**src/rtl/fifo_rd_bridge_pkg.sv**
```systemverilog
// rtl/fifo_rd_bridge_pkg.sv - shared sync FIFO / read bridge parameters and types
package fifo_rd_bridge_pkg;

  localparam int SYNC_FIFO_DATA_WIDTH = 3;
  localparam int SYNC_FIFO_DEPTH      = 16;
  localparam int BUF_DEPTH            = 2;
  localparam int OCC_W                = $clog2(BUF_DEPTH + 1);

  typedef logic [OCC_W-1:0] occ_t;
  typedef logic [OCC_W:0]   lvl_t;

  localparam occ_t OCC_ONE  = occ_t'(1);
  localparam occ_t OCC_FULL = occ_t'(BUF_DEPTH);
  localparam lvl_t LVL_FULL = lvl_t'(BUF_DEPTH);

  // Words committed to the bridge: buffered plus the one still in flight.
  function automatic lvl_t level(input occ_t occ, input logic inflight);
    return {1'b0, occ} + {{OCC_W{1'b0}}, inflight};
  endfunction

endpackage

```
**src/rtl/fifo_rd_bridge_buf.sv**
```systemverilog
// rtl/fifo_rd_bridge_buf.sv - rd_skid_buf: 2-entry in-order word store (push/pop/head/occ)
module rd_skid_buf
  import fifo_rd_bridge_pkg::*;
#(
  parameter int DATA_WIDTH = SYNC_FIFO_DATA_WIDTH
) (
  input  logic                  clk,
  input  logic                  rst_n,
  input  logic                  push_i,
  input  logic [DATA_WIDTH-1:0] data_i,
  input  logic                  pop_i,
  output logic [DATA_WIDTH-1:0] head_o,
  output occ_t                  occ_o
);

  logic [DATA_WIDTH-1:0] mem_q [BUF_DEPTH];
  logic [DATA_WIDTH-1:0] mem_d [BUF_DEPTH];
  occ_t                  occ_q;
  occ_t                  occ_d;
  logic                  do_pop;

  assign do_pop = pop_i && (occ_q != '0);

  // Pop shifts first, so a same-cycle push lands behind whatever remains.
  always_comb begin
    mem_d = mem_q;
    occ_d = occ_q;
    if (do_pop) begin
      mem_d[0] = mem_q[1];
      occ_d    = occ_q - OCC_ONE;
    end
    if (push_i && (occ_d != OCC_FULL)) begin
      if (occ_d == '0) begin
        mem_d[0] = data_i;
      end else begin
        mem_d[1] = data_i;
      end
      occ_d = occ_d + OCC_ONE;
    end
  end

  always_ff @(posedge clk or negedge rst_n) begin
    if (!rst_n) begin
      occ_q <= '0;
      for (int i = 0; i < BUF_DEPTH; i++) begin
        mem_q[i] <= '0;
      end
    end else begin
      occ_q <= occ_d;
      mem_q <= mem_d;
    end
  end

  assign head_o = mem_q[0];
  assign occ_o  = occ_q;

endmodule

```
**src/rtl/fifo_rd_bridge.sv**
```systemverilog
// rtl/fifo_rd_bridge.sv - registered-read FIFO to valid/ready stream bridge
// Optional transfer counter output xfer_cnt when FIFO_RD_BRIDGE_XFER_CNT_EN is defined.
module fifo_rd_bridge
  import fifo_rd_bridge_pkg::*;
#(
  parameter int DATA_WIDTH = SYNC_FIFO_DATA_WIDTH
) (
  input  logic                  clk,
  input  logic                  rst_n,
  input  logic                  fifo_empty,
  input  logic [DATA_WIDTH-1:0] fifo_rd_date,
  output logic                  fifo_rd_en,
  output logic                  m_valid,
  output logic [DATA_WIDTH-1:0] m_data,
  input  logic                  m_ready
`ifdef FIFO_RD_BRIDGE_XFER_CNT_EN
  ,
  output logic [15:0]           xfer_cnt
`endif
);

  logic inflight_q;
  logic inflight_d;
  occ_t occ;
  lvl_t lvl;
  logic xfer;

  assign m_valid = (occ != '0);
  assign xfer    = m_valid && m_ready;
  assign lvl     = level(occ, inflight_q);

  // Gated by rst_n so no read is requested while the FIFO is held in reset.
  always_comb begin
    fifo_rd_en = rst_n && !fifo_empty &&
                 ((lvl < LVL_FULL) || (xfer && (lvl == LVL_FULL)));
    inflight_d = fifo_rd_en;
  end

  always_ff @(posedge clk or negedge rst_n) begin
    if (!rst_n) begin
      inflight_q <= 1'b0;
    end else begin
      inflight_q <= inflight_d;
    end
  end

  rd_skid_buf #(
    .DATA_WIDTH (DATA_WIDTH)
  ) u_buf (
    .clk    (clk),
    .rst_n  (rst_n),
    .push_i (inflight_q),
    .data_i (fifo_rd_date),
    .pop_i  (xfer),
    .head_o (m_data),
    .occ_o  (occ)
  );

`ifdef FIFO_RD_BRIDGE_XFER_CNT_EN
  logic [15:0] xfer_cnt_q;
  logic [15:0] xfer_cnt_d;

  always_comb begin
    xfer_cnt_d = xfer_cnt_q;
    if (xfer) begin
      xfer_cnt_d = xfer_cnt_q + 16'd1;
    end
  end

  always_ff @(posedge clk or negedge rst_n) begin
    if (!rst_n) begin
      xfer_cnt_q <= 16'd0;
    end else begin
      xfer_cnt_q <= xfer_cnt_d;
    end
  end

  assign xfer_cnt = xfer_cnt_q;
`endif

endmodule

```
**config.mk**
```make
export PLATFORM = sky130hd
export DESIGN_NAME = fifo_rd_bridge
export DESIGN_NICKNAME = d
export VERILOG_FILES = /design/src/rtl/fifo_rd_bridge_pkg.sv /design/src/rtl/fifo_rd_bridge_buf.sv /design/src/rtl/fifo_rd_bridge.sv
export SDC_FILE = /design/constraint.sdc
export NUM_CORES = 1
export LEC_CHECK = 0
export ABC_AREA = 1
export CAP_MARGIN = 5
export CORE_MARGIN = 5
export CORE_UTILIZATION = 35
export CTS_CLUSTER_DIAMETER = 30
export DETAILED_ROUTE_END_ITERATION = 8
export PLACE_DENSITY = 0.61
export SETUP_SLACK_MARGIN = 0.3
export SLEW_MARGIN = 0
export SYNTH_ARGS = -nofsm -noshare
export SYNTH_HDL_FRONTEND = slang
export SYNTH_SLANG_ARGS = --single-unit
```
**constraint.sdc**
```tcl
create_clock -name clk -period 2.4 [get_ports clk]
set_input_delay 0.48 -clock clk [delete_from_list [all_inputs] [get_ports clk]]
set_output_delay 0.48 -clock clk [all_outputs]
set_load 0.005 [all_outputs]
```
; Yosys cells after proc, flatten, opt, wreduce, memory -nomap -nowiden
; Index checks and enable logic that the tools add are counted.
[totals]
ff_bits = 9
[op_classes]
mux = 6
reduce_logical = 11
order_cmp = 1
addsub = 3
n_bitwise = 1
n_eq_ne = 2
[ops]
columns = operator, n
row1 = two-way mux 3 bit, 3
row2 = logical AND 1 bit, 6
row3 = two-way mux 6 bit, 1
row4 = two-way mux 2 bit, 2
row5 = adder 2 x 1 -> 3 bit, 1
row6 = "== test 3 x 2 -> 1 bit, second input constant", 1
row7 = "< comparator 3 x 2 -> 1 bit, second input constant", 1
row8 = "adder 2 x 1 -> 2 bit, second input constant", 1
row9 = logical NOT 2 bit, 1
row10 = "inequality test 2 bit, second input constant", 1
row11 = AND reduction 2 bit, 1
row12 = nonzero test 2 bit, 1
row13 = "subtractor 2 x 1 -> 2 bit, second input constant", 1
row14 = logical NOT 1 bit, 1
row15 = logical OR 1 bit, 1
row16 = inverter 1 bit, 1

; Logic depth before layout (Yosys ltp)
[logic_depth]
depth_word = 7
mapped_depth = 12
ltp_nobuf = 12

; Hierarchy
; A second synthesis with hierarchy kept.
[hier_totals]
hier_cells = 73
hier_area_um2 = 600.6
[by_module_without_submodules]
columns = mod, n_inst, area_each_um2, cells_per_inst
row1 = rd_skid_buf, 1, 460.4, 55
row2 = fifo_rd_bridge, 1, 140.1, 18

; Worst setup path after synthesis
; Ideal clock, no wire load.
[synth_path]
kind = register -> register
startpoint = register u_buf.occ_q[0], in the netlist u_buf.occ_o[0]
endpoint = register u_buf.mem_q (netlist bit u_buf.head_o[0])
setup_time_ps = 117
stages_incl_launch_ff = 13
path_slack_ps = 656
t_arrival_ps = 1627
path_cell_list = dfrtp_1 -> inv_1 -> ha_1 -> inv_2 -> nand2_4 -> nand2_1 -> nand2_2 -> inv_2 -> ha_1 -> nor2_2 -> nand3_2 -> nand2_1 -> nand2_1
[synth_lines]
columns = item, line
row1 = "start, declared", fifo_rd_bridge_buf.sv:18  ; occ_t occ_q;
row2 = "start signal, assigned", fifo_rd_bridge_buf.sv:44  ; occ_q <= '0;
row3 = "start signal, assigned", fifo_rd_bridge_buf.sv:49  ; occ_q <= occ_d;
row4 = "end signal, assigned", fifo_rd_bridge_buf.sv:50  ; mem_q <= mem_d;
row5 = "end, declared", fifo_rd_bridge_buf.sv:16  ; logic [DATA_WIDTH-1:0] mem_q [BUF_DEPTH];

; Worst setup path after layout
[layout_path]
startpoint = register u_buf.occ_q[0], in the netlist u_buf.occ_o[0]
endpoint = output fifo_rd_en
[layout_between]
elab_chain_len = 5
[layout_lines]
columns = item, line
row1 = "parallel branches: the longest is 3 deep, another holds adder 2 x 1 -> 3 bit", --
row2 = logical OR 1 bit *, fifo_rd_bridge.sv:35  ; ((lvl < LVL_FULL) || (xfer && (lvl == LVL_FULL)));
row3 = logical AND 1 bit *, fifo_rd_bridge.sv:34  ; fifo_rd_en = rst_n && !fifo_empty &&
row4 = "end, declared", fifo_rd_bridge.sv:12  ; output logic fifo_rd_en,
; Mark *: on every way between the ends.

==> impl_results.md <==
- Worst path max stage delay: between 0.3 and 0.4 ns
- Hold bufs inserted after CTS: 0
- Peak VDD IR: 0.449 mV
- # nets final: 99
- Fin util: approximately half
- Clock Pin Slew Worst Setup and Hold Paths: 0.06 ns
- TNS Setup: 0 ns
- Total grt overflow: 0
- Slowest CP cell: dfrtp_1
- CP cell instances: buf_4, inv_1, ha_1, inv_2, nand2_4, nor3_2, o21a_1, buf_2
- Setup Skew: 0.00326 ns
- Most common cell after layout, fill and taps aside: nand2_1
- Fin area: 768 µm²
- Die ar.: roughly 2500 µm²
- FP Rows: 14
- Syn. warnings: 0
- Layout cells sized above 1: approximately a quarter
- Syn Std Cell Area: 564 µm²
- Num CTS Buffers: 3
- Synth Area in Compound Gates: under 10%
- Hold Path Class: input port to asynchronous set/reset pin
- Post-Synth Adder-Cell Area: 11.1%
- CP Max Fanout: 4
- PortBufs: 11
- Critical Path Start Type: flip-flop
- RSZ-0062 raised after global routing: yes
- Placed insts: 93
- Slew Limit Headroom: 88.4%
- Final RePlAce weighted congestion: 0.690
- Synthesized flop and latch total: 9
- Area post-placement: between 600 and 700 µm²
- Gate Count Post-Synth: 66
- Period utilisation layout: 85.9%
- Clock Path Buffers: 2
- First-pass GRT wire length: 1750 µm
- Remaining antenna violation count: 0
- Synth Area in Simple Gates: 28.6%
- Vias per cell: 4.55
- Tot GR Track Use: 9.15%
- Clk Latency, worst-skew pair: 0.27 ns
- DRT iter0 DRCs: 3
- Die height: ~50 µm
- Library cells used by synthesis: 19
- Setup CP Type: flip-flop to output port
- Fin crit period: 2.06 ns
- Worst slew pin tran: 0.174 ns
- Final setup vio count: 0
- CP Data Required Time: 1.92 ns
- Vias: 464
- CTS root buffer: clkbuf_4
- Fin. Hold Viols: 0
- Part of the Yosys area used for sequential elements: 39.9%
- DP HPWL: just over 800 µm
- Vias in the first global route: between 400 and 500
- Commonest non-fill, non-tap cells in the layout: nand2_1 (14), inv_1 (9), dfrtp_1 (9), clkdlybuf4s50_1 (9), buf_4 (8)
- TritonCTS clock tree: done
- I/O Pins: 12
- Pre-Repair DR Iteration Count: 2
- Routed wire length: a little over 1000 µm
- Layout Cells excl Fill: 102
- Fmax: 485 MHz
- Cell Pwr Density: 1120 nW/µm²
- Lkg Pwr: 0.381 nW
- Worst Reg-to-Reg Cells: 14
- Die width: 50.2 µm
- Critical path data arrival time: roughly 1.6 ns
- Largest family of logic cells by synthesized area: simple AND/OR/NAND/NOR gates
- Multiplexer share of the synthesized area: 0%
- Initial antenna violation count: 0
- WL/cell: 10.1 µm
- Htree depth: 1
- Pins Over Slew Limit: 0
- Crit end category: output port
- Ant. Diodes: 0
- Status: complete, no violations
- Synth-to-layout area growth: 36.1%
- DRC viols: 0
- FILL cells: 150
- MaxCap Viol Count: 0
- Xor/xnor share of the synthesized area: under 10%
- Largest net degree at the start of global routing: 10
- CTS Sinks: 9
- Core footprint: 1520 µm²
- Post-synth net total: 78
- Starting Density: 37.0%
- Syn avg cell area: 8.55 µm²
## worst max-delay path, delay by kind of cell (launching register included)
kind	cells	cell delay, ns
flip-flops	1	0.37
adder cells (fa/ha/maj)	1	0.21
AO/OA/AOI/OAI	1	0.15
buffers and inverters	4	0.38
AND/OR/NAND/NOR	2	0.20
## per-layer routing
metal / wire [µm] / vias up / GRT usage [%]
li1: - / 248 / -
met1: 480 / 202 / 10.8
met2: 465 / 9 / 13.8
met3: 50 / 5 / 2.07
met4: 37 / 0 / 7.86
met5: 0 / - / 0
## power by group
group	internal, mW	switching (mW)
sequential	0.222	0.0299
clock	0.0643	0.0571
combinational	0.235	0.251
total	0.521	0.338
## repair_timing
action,in CTS,in global routing
resized for setup,6,2
pin swaps,3,5
endpoints found under the setup margin,1,5
setup buffers,1,4
## layout make-up
type,instances,area [µm²],area share (%)
inverter,11,41.3,5.37
tap,16,20.0,2.61
multi-input combinational,43,288,37.5
clock buffer,4,26.3,3.42
sequential,9,225,29.3
timing repair buffer,19,168,21.8
## flip-flops by register name (all words and copies together) (netlist names)
signal	count
u_buf.mem_q	3
u_buf.head_o	3
inflight_q	1
u_buf.occ_o	2
## worst paths after layout
path,from,to,slack [ns]
worst max-delay path,u_buf.occ_o[0],fifo_rd_en,0.34
worst min-delay path,rst_n,u_buf.occ_o[1],0.52
min in group clk,u_buf.mem_q[2],u_buf.mem_q[2],0.54
worst max register to register,u_buf.occ_o[0],u_buf.head_o[1],0.43
worst min register to register,u_buf.mem_q[2],u_buf.mem_q[2],0.54
max in group asynchronous,rst_n,u_buf.mem_q[0],1.75
## cell families (layout without fill, tap and decap cells)
kind of cell	count (synthesis)	count (layout)
buffers and inverters	14	34
AO/OA/AOI/OAI	8	8
AND/OR/NAND/NOR	29	29
adder cells (fa/ha/maj)	5	5
flip-flops	9	9
XOR/XNOR	1	1
## metrics by stage
stage	hold WS, ns	setup WS (ns)	power [mW]
after global routing	0.541	0.252	0.941
after floorplan	0.184	0.656	0.568
after CTS	0.520	0.290	0.825
after global placement	0.541	0.0164	0.668
final	0.517	0.338	0.859
after detailed placement	0.543	0.0289	0.682
## Yosys cell counts (all sizes together)
cell | count | share of area (%)
buf | 3 | 4.0
nor3 | 1 | 0.89
nand2 | 18 | 16
dfrtp | 9 | 40
xnor2 | 1 | 1.6
nand3 | 3 | 3.5
nor2 | 4 | 4.4
o21ai | 6 | 5.3
nand4 | 3 | 3.3
a21oi | 1 | 0.89
o21a | 1 | 1.3
ha | 5 | 11
inv | 11 | 7.3
(Power assumes the default switching activity.)
